--- config.mk ---
export PLATFORM = sky130hd
export DESIGN_NAME = mux_tree_pipe
export DESIGN_NICKNAME = d
export VERILOG_FILES = /design/src/rtl/mux_tree_pipe.sv
export SDC_FILE = /design/constraint.sdc
export NUM_CORES = 1
export LEC_CHECK = 0
export BUFFER_PORTS_ARGS = -buffer_cell sky130_fd_sc_hd__buf_2
export CORE_MARGIN = 2
export CORE_UTILIZATION = 56
export DETAILED_ROUTE_END_ITERATION = 12
export GPL_ROUTABILITY_DRIVEN = 0
export PLACE_DENSITY = 0.91
export SYNTH_ARGS = -nofsm -noshare
export SYNTH_HDL_FRONTEND = slang
export SYNTH_SLANG_ARGS = --single-unit
--- constraint.sdc ---
create_clock -name clk -period 2.61 [get_ports clk]
set_clock_uncertainty 0.1 [all_clocks]
set_input_delay 0.522 -clock clk [delete_from_list [all_inputs] [get_ports clk]]
set_output_delay 0.522 -clock clk [all_outputs]
set_load 0.005 [all_outputs]
--- src/rtl/mux_tree_pipe.sv ---
// Pipelined N_IN-to-1 multiplexer: a binary tree of 2-to-1 levels with a register
// after every level and valid/ready flow control on both ends.
module mux_tree_pipe #(
  parameter int WIDTH  = 4,
  parameter int N_IN   = 8,
  parameter int SEL_W  = $clog2(N_IN),
  parameter int LEVELS = $clog2(N_IN)
) (
  input  logic                  clk,
  input  logic                  rst_n,
  input  logic [N_IN*WIDTH-1:0] in_data,
  input  logic [SEL_W-1:0]      in_select,
  input  logic                  in_valid,
  output logic                  in_ready,
  output logic [WIDTH-1:0]      out_data,
  output logic [SEL_W-1:0]      out_select,
  output logic                  out_valid,
  input  logic                  out_ready
);

  // can_load[k]: stage k may capture this cycle; can_load[LEVELS] is the consumer.
  logic [LEVELS:0]   can_load;
  logic [LEVELS-1:0] valid_vec;

  // A stage may load when it is empty or is handing its item on. Walking from the
  // output backwards lets bubbles collapse during a stall.
  always_comb begin
    // NOTE: give every combinationally written signal a default first so no path leaves it unassigned (no latch).
    can_load         = '0;
    can_load[LEVELS] = out_ready;
    for (int k = LEVELS - 1; k >= 0; k--)
      can_load[k] = !valid_vec[k] | can_load[k+1];
  end

  assign in_ready = can_load[0];

  for (genvar k = 0; k < LEVELS; k++) begin : g_lvl
    localparam int NE = N_IN >> (k + 1);

    logic [2*NE*WIDTH-1:0] src_data;
    logic [SEL_W-1:0]      src_sel;
    logic                  src_valid;
    logic [NE*WIDTH-1:0]   mux_d;
    logic [NE*WIDTH-1:0]   data_q;
    logic [SEL_W-1:0]      sel_q;
    logic                  valid_q;

    if (k == 0) begin : g_head
      assign src_data  = in_data;
      assign src_sel   = in_select;
      assign src_valid = in_valid;
    end else begin : g_body
      assign src_data  = g_lvl[k-1].data_q;
      assign src_sel   = g_lvl[k-1].sel_q;
      assign src_valid = valid_vec[k-1];
    end

    // Select bit k chooses between adjacent pairs: entry 2j is a, entry 2j+1 is b.
    always_comb begin
      mux_d = '0;
      for (int j = 0; j < NE; j++)
        mux_d[j*WIDTH +: WIDTH] = src_sel[k] ? src_data[(2*j+1)*WIDTH +: WIDTH]
                                             : src_data[2*j*WIDTH +: WIDTH];
    end

    // NOTE: state registers use non-blocking assignments so every stage samples the pre-edge values of its neighbour.
    always_ff @(posedge clk or negedge rst_n) begin
      if (!rst_n) begin
        valid_q <= 1'b0;
        data_q  <= '0;
        sel_q   <= '0;
      end else if (can_load[k]) begin
        valid_q <= src_valid;
        // Payload only moves with a real item; a bubble leaves stale, unobserved data.
        if (src_valid) begin
          data_q <= mux_d;
          sel_q  <= src_sel;
        end
      end
    end

    assign valid_vec[k] = valid_q;
  end

  assign out_data   = g_lvl[LEVELS-1].data_q;
  assign out_select = g_lvl[LEVELS-1].sel_q;
  assign out_valid  = valid_vec[LEVELS-1];

endmodule

-- Word level (Yosys, flattened, before mapping)
Index checks and enable logic that the tools add are counted.
W data, S select, Z words.
- divide/modulo/power cells: 0
- eq/ne operators: 0
- $add $sub $neg: 0
- bitwise logic cells: 3
- shift operators: 0
- reduce and logical (&&, ||, !) cells: 6
- order comparisons: 0
- multiplexer cells: 7
- $mul: 0
- operators by type and width (cell ; count):
    $mux W4 ; 7
    $reduce_and A2 Y1 ; 3
    $logic_not A1 Y1 ; 3
    $or A1 B1 Y1 ; 3
- output and inout port bits: 9
- latch bits: 0
- memories: 0
- memory bits (writable): 0
- input port bits: 39
- flip-flop bits (word level): 40
- memory bits (read-only): 0
- word-level logic and storage cells: 25

-- Depth between registers and ports, before layout
Gate-level depths: netlist (run 1).
- depth in word-level cells: 5
- gate-level depth with buffers: 5
- depth with buffers taken out: 3

-- Least setup slack after synthesis (run 1)
No wires, ideal clock.
- path kind: input to output
- start point: in out_ready
- end point: out in_ready
- setup slack: 1.077 ns
- path buffers: 1
- required time: 1.988 ns
- data arrival time: 0.911 ns
- stages: 2
- cell sequence: nand4b_4 > buf_6
- longest elaborated chain between the ends: 3
- RTL lines (item ; RTL line ; RTL):
    start, declared ; 18 ; input logic out_ready
    $or A1 B1 Y1 (3 in series) ; 32 ; can_load[k] = !valid_vec[k] | can_load[k+1];
    end, declared ; 14 ; output logic in_ready,
Every way passes these cells.

-- Worst setup path after layout (run 1)
- start point: reg g_lvl[0].valid_q
- end point: out in_ready
- longest elaborated chain between the ends: 2
- RTL lines (item ; RTL line ; RTL):
    start, declared ; 46 ; logic valid_q;
    start signal, assigned ; 73 ; valid_q <= src_valid;
    $logic_not A1 Y1 ; 32 ;
    $or A1 B1 Y1 ; 32 ;
Every way passes these cells.

==> results of run 1 <==
power groups by stage:
stage                     Clock, W  Sequential (W)  Combinational [W]
after floorplan                  0        0.000830           0.000262
after global placement           0        0.000861           0.000327
after detailed placement         0        0.000870           0.000342
after CTS                 0.000608        0.000859           0.000342
after global routing      0.000633        0.000877           0.000385
final                     0.000598        0.000857           0.000337
kinds of logic after synthesis:
logic type | after synthesis
mux | 37
simple gates | 9
flops | 40
buf+inv | 16
compound gates | 56
per-stage QoR:
stage	worst slack, ns	utilization
final	0.375	0.670
after CTS	0.373	0.670
after floorplan	1.08	-
after detailed placement	0.724	0.632
after global placement	0.789	0.632
after global routing	0.233	0.670
worst max-delay path by stage:
stage                          start           endpoint  cells past startpoint  slack [ns]
CTS                 g_lvl[0].valid_q           in_ready                      2        0.37
global route        g_lvl[0].valid_q           in_ready                      2        0.23
detailed placement         out_ready  g_lvl[1].sel_q[2]                      4        0.72
floorplan                  out_ready           in_ready                      2        1.08
finish              g_lvl[0].valid_q           in_ready                      2        0.38
global placement           out_ready  g_lvl[1].sel_q[0]                      4        0.79
critical path, stage by stage (launching register included):
cell and delay, ns:
dfrtp_1 0.73, nand4b_4 0.31, buf_2 0.23
layer usage:
layer	vias to the layer above	share of wire	GRT usage
li1	669	-	-
met4	0	0.0035	0.0547
met2	51	0.51	0.350
met5	-	0	0
met3	4	0.060	0.0683
met1	629	0.43	0.249
sequential cells by signal, summed over array words and instances, names as in the netlist:
name           count
out_select         3
out_valid          1
out_data           4
g_lvl.data_q      24
g_lvl.sel_q        6
g_lvl.valid_q      2
area by class of cell:
cell class              instances  area share
clock buffers                   5      0.0170
clock inverters                 3      0.0409
multi-input cells             102       0.351
flip-flops and latches         40       0.455
well taps                      46      0.0261
repair buffers                 48       0.110
placed cells by master (no fill, tap or decap):
cell type / instances
clkbuf_4: 5
bufinv_16: 3
buf_2: 47
mux2i_1: 28
dfrtp_1: 40
nand2_2: 2
mux2_2: 9
a31oi_1: 28
nand3b_2: 1
nand2_1: 1
nand4b_4: 1
nand2b_1: 4
buf_4: 1
a21oi_1: 28
==> out/metrics.cfg, run 1 <==
[drt]
drc=0
wl_mm=3.44
viasPerCell=5.55
via_count=1353
drt.antenna.violating_nets=0
wl_per_cell_um=14.1
first_pass_iters=4
initialDrtViolationCount=60

[synthesis]
synth_top_family_by_area=multiplexers
post_synth.cell_area_avg_um2=12.0
ys_types=15
synth_area_um2=1890
synth-edff-count=0
synthSimpleGateAreaFrac=0.0404
synth_top_area_share=0.530
ys_seq_area_frac=0.530
yosysTopAreaCell=dfrtp_1
synth-xor-area-share=0
synth_most_common_cell=dfrtp_1
muxShareOfSynthArea=0.202
ys_ff_latch=40
synth_area_leaders=dfrtp_1 53%, mux2i_1 15%, a31oi_1 9.3%
synthCells=158
synth_async_sr_flop_share=1.00
synth-compound-area-share=0.167
yosysWarningCount=0
syn_nets=197
synthTopCellsByCount=40 x dfrtp_1, 28 x a21oi_1, 28 x a31oi_1, 28 x mux2i_1, 9 x mux2_2
synth_flop_cell=dfrtp_1
synthAdderAreaFrac=0

[clocking]
cts.reportedPaths.clkPinSlew_ns=0.12
clock-sinks=40
clockBufferDepth=2
clk_latency_ns=0.34
hold_buffers=0
cts.repair.resized=0
cts_setup_buffers=0
cts_tree=done
numCtsBuffers=5
h-tree-depth=2
cts_root_buf=clkbuf_4

[power_and_ir_drop]
p_seq_frac=0.478
p_leak_nw=1.01
comb_power_share=0.188
power_density_nw_per_um2=814
swShare=0.255
finalPower_w=0.00179
p_int_w=0.00133
p_sw_w=0.000457
irDropWorstVdd_mv=0.427
power_frac_clock=0.334

[die]
die_h_um=62.1
fp-row-count=21
fp.coreArea_um2=3280
start_util=0.575
die_area_um2=3850
dieWidth_um=62.1
io_pins=48

[setup_path]
rr_startpoint=g_lvl[0].valid_q
worstPathRequired_ns=1.99
crit_arrival_ns=1.61
path_max_fanout=19
cp-start-kind=flip-flop
rrSetupSlack_ns=0.77
r2r_end=g_lvl[0].data_q[5]
worstSetupPathType=reg -> out
ff2ff_path_depth=4
crit_path_end_kind=primary output

[placed_design]
dp_hpwl_mm=2.49
port-buffer-count=47
dp.cells=236
place_area_um2=2070

[timing]
final.period_utilization=0.856
tightestPinTransition_ns=0.870
max_freq_ghz=0.448
whs_ns=0.176
finalSetupViolations=0
maxSlewHeadroom=0.420
hold_viol_final=0
grt_setup_unrepaired=no
tns_ns=0
drv_slew=0
fin_crit_ns=2.23

[cells_and_area]
multiInputGateArea_um2=773
antenna_cells=0
finish.instance_area_um2=2200
area_delta_synth_final_pct=16.6
finalNonFillerCells=244
drive_gt1_frac=0.348
layout.nets=236
fillers=269
ff_latch_area_um2=1000

[global_routing]
grt_max_degree=41
antenna_found_initial=0
grt-ovfl-total=0
first_global_vias=1242
grt_util_all_layers=0.205
grt_pass1_wl_mm=5.61

[status]
status=finished, final reports clean

[worst_hold_path]
hold_path_class=in -> async

[job]
cap_violations=0

Note: power is estimated with default switching activity, not from simulation.
==> run 2: changes to the inputs <==
--- a/config.mk
+++ b/config.mk
@@ -7,10 +7,11 @@
 export LEC_CHECK = 0
 export BUFFER_PORTS_ARGS = -buffer_cell sky130_fd_sc_hd__buf_2
 export CORE_MARGIN = 2
-export CORE_UTILIZATION = 56
+export CORE_UTILIZATION = 33
 export DETAILED_ROUTE_END_ITERATION = 12
 export GPL_ROUTABILITY_DRIVEN = 0
-export PLACE_DENSITY = 0.91
+export HOLD_SLACK_MARGIN = 0.12
+export PLACE_DENSITY = 0.61
 export SYNTH_ARGS = -nofsm -noshare
 export SYNTH_HDL_FRONTEND = slang
 export SYNTH_SLANG_ARGS = --single-unit
==> out/metrics.cfg, run 2 (synthesized netlist as in run 1, its figures left out) <==
[status]
status=finished, final reports clean

[power_and_ir_drop]
p_sw_w=0.000468  ; +2.3%
p_int_w=0.00122  ; -8.2%
power_frac_clock=0.295  ; -0.039
comb_power_share=0.198  ; +0.010
swShare=0.276  ; +0.0212
power_density_nw_per_um2=764  ; -6.1%
irDropWorstVdd_mv=0.339  ; -21%
p_seq_frac=0.508  ; +0.030
p_leak_nw=1.00  ; -1.0%

[setup_path]
cp_top_family=flip-flops
ff2ff_path_depth=4  ; unchanged
cp-start-kind=flip-flop
r2r_end=g_lvl[0].data_q[7]
rr_startpoint=g_lvl[0].valid_q
rrSetupSlack_ns=0.81  ; +0.04 ns
cp_slowest_stage_delay_ns=0.71  ; -0.02 ns
slowest_stage=dfrtp_1
path_max_fanout=19  ; unchanged
worst-path-buf-inv=1  ; unchanged
crit_arrival_ns=1.55  ; -0.06 ns
worstPathRequired_ns=1.99  ; about the same
worstSetupPathType=reg -> out
cp_cell_sequence=nand4b_4 -> buf_2
crit_path_end_kind=primary output

[drt]
drt.antenna.violating_nets=0  ; unchanged
wl_per_cell_um=13.2  ; -6.4%
wl_mm=3.57  ; +3.5%
via_count=1298  ; -4.1%
initialDrtViolationCount=53  ; -12%
drc=0  ; unchanged
viasPerCell=4.81  ; -13%
first_pass_iters=4  ; unchanged

[timing]
whs_ns=0.248  ; +0.0720 ns
grt_setup_unrepaired=no
maxSlewHeadroom=0.411  ; -0.00880
final.period_utilization=0.833  ; -0.0227
tightestPinTransition_ns=0.883  ; +0.0132 ns
tns_ns=0  ; unchanged
fin_ws_ns=0.435  ; +0.0593 ns
drv_slew=0  ; unchanged
hold_viol_final=0  ; unchanged
max_freq_ghz=0.460  ; +2.7%
finalSetupViolations=0  ; unchanged
fin_crit_ns=2.18  ; -0.0593 ns

[global_routing]
grt_pass1_wl_mm=5.78  ; +3.1%
grt_max_degree=41  ; unchanged
grt-ovfl-total=0  ; unchanged
first_global_vias=1157  ; -6.8%
antenna_found_initial=0  ; unchanged
grt_util_all_layers=0.120  ; -0.0846

[clocking]
clk_latency_ns=0.29  ; -0.05 ns
numCtsBuffers=5  ; unchanged
clockBufferDepth=2  ; unchanged
clock-sinks=40  ; unchanged
cts_setup_buffers=0  ; unchanged
h-tree-depth=2  ; unchanged
cts_root_buf=clkbuf_8
cts.reportedPaths.clkPinSlew_ns=0.08  ; -0.04 ns
cts.repair.resized=0  ; unchanged
cts_tree=done
hold_buffers=0  ; unchanged

[die]
io_pins=48  ; unchanged
fp-row-count=27  ; +29%
fp.coreArea_um2=5510  ; +68%
dieWidth_um=79.7  ; +28%
die_area_um2=6350  ; +65%
start_util=0.343  ; -0.232
die_h_um=79.7  ; +28%

[cells_and_area]
largest_reg_flops=24  ; unchanged
mostFrequentLayoutCell=buf_2
mostFrequentLayoutCells=47 x buf_2, 40 x dfrtp_1, 28 x mux2i_1, 28 x a21oi_1, 28 x a31oi_1
fillers=552  ; +110%
layout.nets=236  ; unchanged
finalNonFillerCells=270  ; +11%
antenna_cells=0  ; unchanged
drive_gt1_frac=0.343  ; -0.00505
fin_util=0.402  ; -0.268
area_delta_synth_final_pct=17.2
regMostFlops=g_lvl.data_q

[worst_hold_path]
hold_path_class=in -> async

[placed_design]
pre_cts_ws_ns=0.751  ; +0.0268 ns
dp.cells=262  ; +11%
dp_hpwl_mm=2.42  ; -2.9%
port-buffer-count=47  ; unchanged

[job]
cap_violations=0  ; unchanged

==> run 2: cell types whose count changed in the layout (fill, tap and decap cells not counted) <==
cell / delta
clkbuf_1: +1
clkinv_2: +1
clkbuf_4: -5
clkbuf_8: +5
bufinv_16: -2
==> run 2: layout make-up <==
class                   count  area (um2)  area share
clock buffers               6        72.6      0.0328
clock inverters             2        35.0      0.0158
multi-input cells         102         773       0.349
flip-flops and latches     40        1000       0.452
well taps                  72        90.1      0.0407
repair buffers             48         243       0.110
==> run 2: how the worst max path moves through the flow <==
stage	start	end	slack, ns	cells after the start
after detailed placement	out_ready	g_lvl[1].sel_q[2]	0.75	4
after global placement	out_ready	g_lvl[1].sel_q[1]	0.76	4
after CTS	g_lvl[0].valid_q	in_ready	0.43	2
after global routing	g_lvl[0].valid_q	in_ready	0.31	2
final	g_lvl[0].valid_q	in_ready	0.43	2
after floorplan	out_ready	in_ready	1.08	2
==> run 2: power groups by stage <==
| stage | sequential [W] | combinational, W | clock (W) |
|---|---|---|---|
| 6_report | 0.000859 | 0.000335 | 0.000499 |
| 5_1_grt | 0.000881 | 0.000383 | 0.000539 |
| 4_1_cts | 0.000862 | 0.000342 | 0.000515 |
| 3_5_place_dp | 0.000873 | 0.000342 | 0 |
| 3_3_place_gp | 0.000867 | 0.000336 | 0 |
| 2_1_floorplan | 0.000830 | 0.000262 | 0 |
==> run 2: through the flow <==
step | cell area [um2] | total power, W
4_1_cts | 2210 | 0.00172
2_1_floorplan | 1890 | 0.00109
3_5_place_dp | 2110 | 0.00121
6_report | 2210 | 0.00169
3_3_place_gp | 2110 | 0.00120
5_1_grt | 2210 | 0.00180
==> run 2: per-layer routing <==
metal	wire length (um)	vias to the layer above	global-route usage
met4	70	0	0.0621
met2	1510	43	0.171
met1	1770	579	0.164
met5	0	-	0
met3	219	6	0.0362
li1	-	670	-
